$ cat src/rtl/mux_4to1.sv
// 4:1 selector with a zero-latency combinational output, an enable-captured
// registered copy, and per-input saturating selection counters that can be
// read back for debug.
module mux_4to1 #(
    parameter int WIDTH = 1,
    parameter int CNT_W = 8
) (
    input  logic             clk,
    input  logic             rst,
    input  logic             en,
    input  logic [1:0]       sel,
    input  logic [WIDTH-1:0] in0,
    input  logic [WIDTH-1:0] in1,
    input  logic [WIDTH-1:0] in2,
    input  logic [WIDTH-1:0] in3,
    output logic [WIDTH-1:0] out,
    output logic [WIDTH-1:0] out_q,
    output logic             out_vld,
    input  logic             cnt_clr,
    input  logic [1:0]       cnt_rd_sel,
    output logic [CNT_W-1:0] cnt_rd_data
);

    localparam logic [CNT_W-1:0] CNT_ONE = CNT_W'(1);
    localparam logic [CNT_W-1:0] CNT_MAX = '1;

    logic [CNT_W-1:0] cnt [4];

    // Combinational selection; every sel code maps to an input, so no default arm.
    always_comb begin
        out = in0;
        case (sel)
            2'b00: out = in0;
            2'b01: out = in1;
            2'b10: out = in2;
            2'b11: out = in3;
        endcase
    end

    // Registered copy of the selection, loaded under en; out_vld echoes en one cycle later.
    always_ff @(posedge clk) begin
        if (rst) begin
            out_q   <= '0;
            out_vld <= 1'b0;
        end else begin
            out_vld <= en;
            if (en) begin
                out_q <= out;
            end
        end
    end

    // Selection counters: reset and clear win over a same-cycle increment; saturate at max.
    always_ff @(posedge clk) begin
        if (rst || cnt_clr) begin
            for (int i = 0; i < 4; i++) begin
                cnt[i] <= '0;
            end
        end else if (en && (cnt[sel] != CNT_MAX)) begin
            cnt[sel] <= cnt[sel] + CNT_ONE;
        end
    end

    // Debug read port reflects post-edge counter state.
    assign cnt_rd_data = cnt[cnt_rd_sel];

endmodule

$ cat config.mk
export PLATFORM = sky130hd
export DESIGN_NAME = mux_4to1
export DESIGN_NICKNAME = d
export VERILOG_FILES = /design/src/rtl/mux_4to1.sv
export SDC_FILE = /design/constraint.sdc
export NUM_CORES = 1
export LEC_CHECK = 0
export ABC_CLOCK_PERIOD_IN_PS = 2800
export CAP_MARGIN = 30
export CORE_MARGIN = 3
export CORE_UTILIZATION = 49
export CTS_CLUSTER_DIAMETER = 80
export DETAILED_ROUTE_END_ITERATION = 8
export PLACE_DENSITY = 0.75
export SLEW_MARGIN = 20
export SYNTH_ARGS = -nofsm -noshare
export SYNTH_HDL_FRONTEND = slang
export SYNTH_SLANG_ARGS = --single-unit
$ cat constraint.sdc
create_clock -name clk -period 2.8 [get_ports clk]
set_input_delay 0.56 -clock clk [delete_from_list [all_inputs] [get_ports clk]]
set_output_delay 0.56 -clock clk [all_outputs]
set_load 0.005 [all_outputs]
* Word level (Yosys, flattened, before mapping) *
Memories as Yosys holds them, arrays and structs flattened.
Cells that the tools add are included.

cells by class
  add/subtract/negate cells = 1
  multiplexer cells = 9
  eq/ne operators = 4
  reductions and logical operators = 4

operators with widths
  cell                                                                   number
  8-bit by 1-bit adder with 8-bit output, second input constant          1
  8-bit 2-to-1 mux                                                       1
  8-bit inequality test, second input constant                           1
  8-bit OR reduction                                                     1
  1-bit 2-to-1 mux                                                       6
  2-bit equality test, second input constant                             2
  1-bit one-hot mux with 4 select lines                                  1
  2-bit by 1-bit equality test with 1-bit output, second input constant  1
  2-bit zero test                                                        1
  2-bit 2-to-1 mux                                                       1
  1-bit logical AND                                                      1
  1-bit logical OR                                                       1

word-level totals
  word-level logic and storage cells = 21
  output and inout bits = 11
  bits in writable memories = 32
  input port bits = 12
  memories kept = 1
  register bits = 2

memory list
  name  depth  bits a word  rd ports  clocked after memory_dff  wr ports  RTL line  source
  cnt   4      8            2         0                         4         27        logic [CNT_W-1:0] cnt [4];

* Logic depth before layout (Yosys ltp) *
An unclocked memory read counts as a cell.

  word-level depth = 8
  depth in mapped cells = 8
  gate-level depth less buffers = 5

* Least setup slack after synthesis *
Ideal clock, no wire load.

  kind = input-to-reg
  start = input sel[0]
  end = memory cnt[0][0] (enable)
  arrival = 2.575 ns
  data required time = 2.413 ns
  buffers on the path = 2
  setup time = 0.387 ns
  stages = 7
  slack = -0.161 ns
  cells stage by stage = buf_6 -> buf_6 -> mux4_2 -> ha_1 -> nand3_1 -> o21ai_0 -> o31ai_1

RTL lines
  what                RTL line  source
  start: declaration  11        input logic [1:0] sel,
  end: declaration    27

* Worst setup path after layout *
  start = input cnt_rd_sel[0]
  end = output cnt_rd_data[1]

on the way
  word-level cells in the longest chain between the ends = 1

ends and longest elaborated chain
  what                RTL line  source
  start: declaration  20        input logic [1:0] cnt_rd_sel,
  memory 4 x 8 bit    n/a
  end: declaration    21        output logic [CNT_W-1:0] cnt_rd_data

Every way passes these cells.

==> results by group <==
Routing
  – Via count: 1384
  – WL per Instance: 19.9 um
  – Initial DRC Count: 107
  – Antenna Nets Post-Route: 0
  – Routed WL: 4.50 mm
  – DRC: 0
  – Vias per cell: between 6 and 7
  – Pre-antenna DRT Iters: 4

Floorplan
  – Row Count: 21
  – Initial core utilization: 53.1%
  – Die Ht: around 67 um
  – Die Wd: 67.3 um
  – Core ar.: 3470 um2
  – Top-level port count: 23
  – Die area: ~4500 um2

Placed design
  – Placer Congestion: roughly 0.92
  – Port bufs: 22
  – Placed instance area: 2310 um2
  – Hpwl dp: roughly 3.4 mm

Setup path
  – Critical Path Sink Type: output port
  – Crit path max fanout: 8
  – Setup crit start kind: input pin
  – WS Path Type: input pin to output port
  – Worst EP required: 2.24 ns
  – Reg2Reg Depth: 6
  – Worst EP arrival: about 2.2 ns

Clock tree
  – Cts bufs inserted: 5
  – Clk slew on worst S/H paths: 0.06 ns
  – Root Driver: clkbuf_8
  – Clock sinks: 34
  – Worst-skew pair later-pin latency: 0.28 ns
  – H-Tree Level Count: 2
  – CTS tree: done
  – Clock Path Buffers: 2

Yosys
  – Seq/Total Area, Yosys: 54.3%
  – Share of the synthesized area in the top cell type: 52.2%
  – Synth Register Bits: 34
  – Synthesized Nets: between 100 and 150
  – Synth Area in Compound Gates: 6.79%
  – Post-synthesis mux area share: 21.3%
  – Synth Instances: 131
  – Mapped cell area: 1840 um2
  – Post-synth cell types: 29
  – Cell taking the most area after synthesis: edfxtp_1
  – Warnings from Yosys: 0
  – XOR/XNOR Fraction of Synth Area: 1.43%
  – Adder-cell share of the synthesized area: 0.679%
  – Simple logic cell fraction of the synthesized area: 11.8%
  – Top cells by area, synth: edfxtp_1, mux4_2, nor3_1
  – Largest family of logic cells by synthesized area: multiplexers
  – Syn_area_per_cell: 14.1 um2

STA
  – Slew Limit Fails: 0
  – Final setup fails: 0
  – Fin. Hold Viols: 0
  – Fin crit share: a little over nine tenths
  – Slew headroom: 44.4%
  – Final Skew: 0.00630 ns
  – Clock period minus worst slack: 2.75 ns
  – Fmax: between 300 and 400 MHz
  – RSZ-0062 raised after global routing: false
  – Least-Margin Pin Slew: 0.831 ns

Power
  – P per Cell Area: 511 nW/um2
  – Clock Power Share: between 30% and 40%
  – P_sw: 272 uW
  – Combinational power share: approximately 17%
  – Standby leakage power: 0.000887 uW
  – Seq pwr share: 48.3%
  – Worst vdd ir: 308 uV
  – Int Pwr: 965 uW
  – Overall power consumption: roughly 1200 uW
  – Sw frac: 22.0%

Hold path
  – Worst Hold Class: register to register
  – Worst Hold Path Cells: 2

Global routing
  – Vias in the first global route: 1494
  – Largest net degree at the start of global routing: 13
  – GRT Overall Usage: between 20% and 30%
  – Gr ovfl total: 0
  – Number of antenna violations at the first check in global routing: 0
  – First-pass GRT wire length: 7.25 mm

Layout
  – Layout cells sized above 1: 31.7%
  – Most frequent cells in the layout: edfxtp_1, buf_4, clkdlybuf4s50_1, mux4_2
  – Core Util, Final: 69.7%
  – Most common cell after layout, fill and taps aside: edfxtp_1
  – Final #Nets: between 150 and 200
  – Ant diodes: 0
  – Number of fill cells: between 200 and 250
  – Area Growth Syn to Fin: 31.3%
  – Final instance area: 2420 um2

Status
  – Outcome: completed

Run
  – Max-cap violations: 0
worst max-delay path, stage by stage:
cell             delay [ns]
clkdlybuf4s50_1        0.51
buf_12                 0.15
mux4_2                 0.50
clkdlybuf4s50_1        0.47
path summary, 6_finish.rpt:
path / start / to / slack [ns]
min reg2reg: out_q / out_q / 0.52
min: out_q / out_q / 0.52
max reg2reg: cnt[3][1] / cnt[3][7] / 0.55
max: cnt_rd_sel[0] / cnt_rd_data[1] / 0.05
Yosys cell counts:
cell and count:
edfxtp_1 32, o21bai_1 1, nand4_4 1, nor3_1 11
xnor2_1 1, nor2b_1 1, mux4_2 17, or2_2 2
nand3_1 4, buf_6 2, nand2b_1 2, o31ai_1 2
buf_1 1, o21ai_0 6, clkbuf_2 1, mux2i_1 1
ha_1 1, inv_1 3, a21oi_1 10, or3_1 3
buf_2 2, nor4_1 1, nor2_1 11, nand2_1 3
dfxtp_1 2, a211oi_1 3, clkbuf_1 4, or4_4 1
xor2_1 2
kinds of logic (layout without fill, tap and decap cells):
group | after synthesis | after routing
flip-flops | 34 | 34
AND/OR/NAND/NOR | 40 | 40
AO/OA/AOI/OAI | 22 | 22
adder cells (fa/ha/maj) | 1 | 1
buffers and inverters | 13 | 62
multiplexers | 18 | 18
XOR/XNOR | 3 | 3
cell type report:
cell class | instances | area (um2) | area share, %
Sequential cell | 34 | 1000 | 41.4
Timing Repair Buffer | 51 | 464 | 19.2
Clock inverter | 1 | 30.0 | 1.24
Multi-Input combinational cell | 84 | 778 | 32.2
Inverter | 3 | 11.3 | 0.466
Clock buffer | 7 | 76.3 | 3.16
Tap cell | 46 | 57.6 | 2.38
timing repair:
action | CTS | global route
hold buffers | 0 | 0
endpoints found under the setup margin | 2 | 1
setup buffers | 0 | 0
resized for setup | 1 | 1
stage by stage:
stage | instances | TNS (ns) | hold WS [ns] | setup slack [ns]
2_1_floorplan | 131 | -3.04 | 0.485 | -0.130
5_1_grt | 226 | 0 | 0.540 | 0.000648
3_3_place_gp | 218 | -11.53 | 0.480 | -0.317
6_report | 226 | 0 | 0.523 | 0.0474
3_5_place_dp | 218 | -10.99 | 0.497 | -0.279
4_1_cts | 226 | 0 | 0.519 | 0.0370
sequential cells by signal (all words and copies together) (netlist names):
signal	flops
cnt	32
out_vld	1
out_q	1
metal layers:
layer	GRT usage (%)	vias up	share of wire, %
li1	-	618	-
met1	28.6	677	39
met2	37.3	77	51
met3	6.16	12	7.4
met4	8.86	0	2.6
met5	0	-	0
power groups by stage:
stage               logic (uW)  registers (uW)  clock network (uW)
floorplan                  101             602                   0
CTS                        206             597                 434
global placement           201             608                   0
finish                     206             598                 434
global route               220             600                 457
detailed placement         205             608                   0
(Power assumes the default switching activity.)
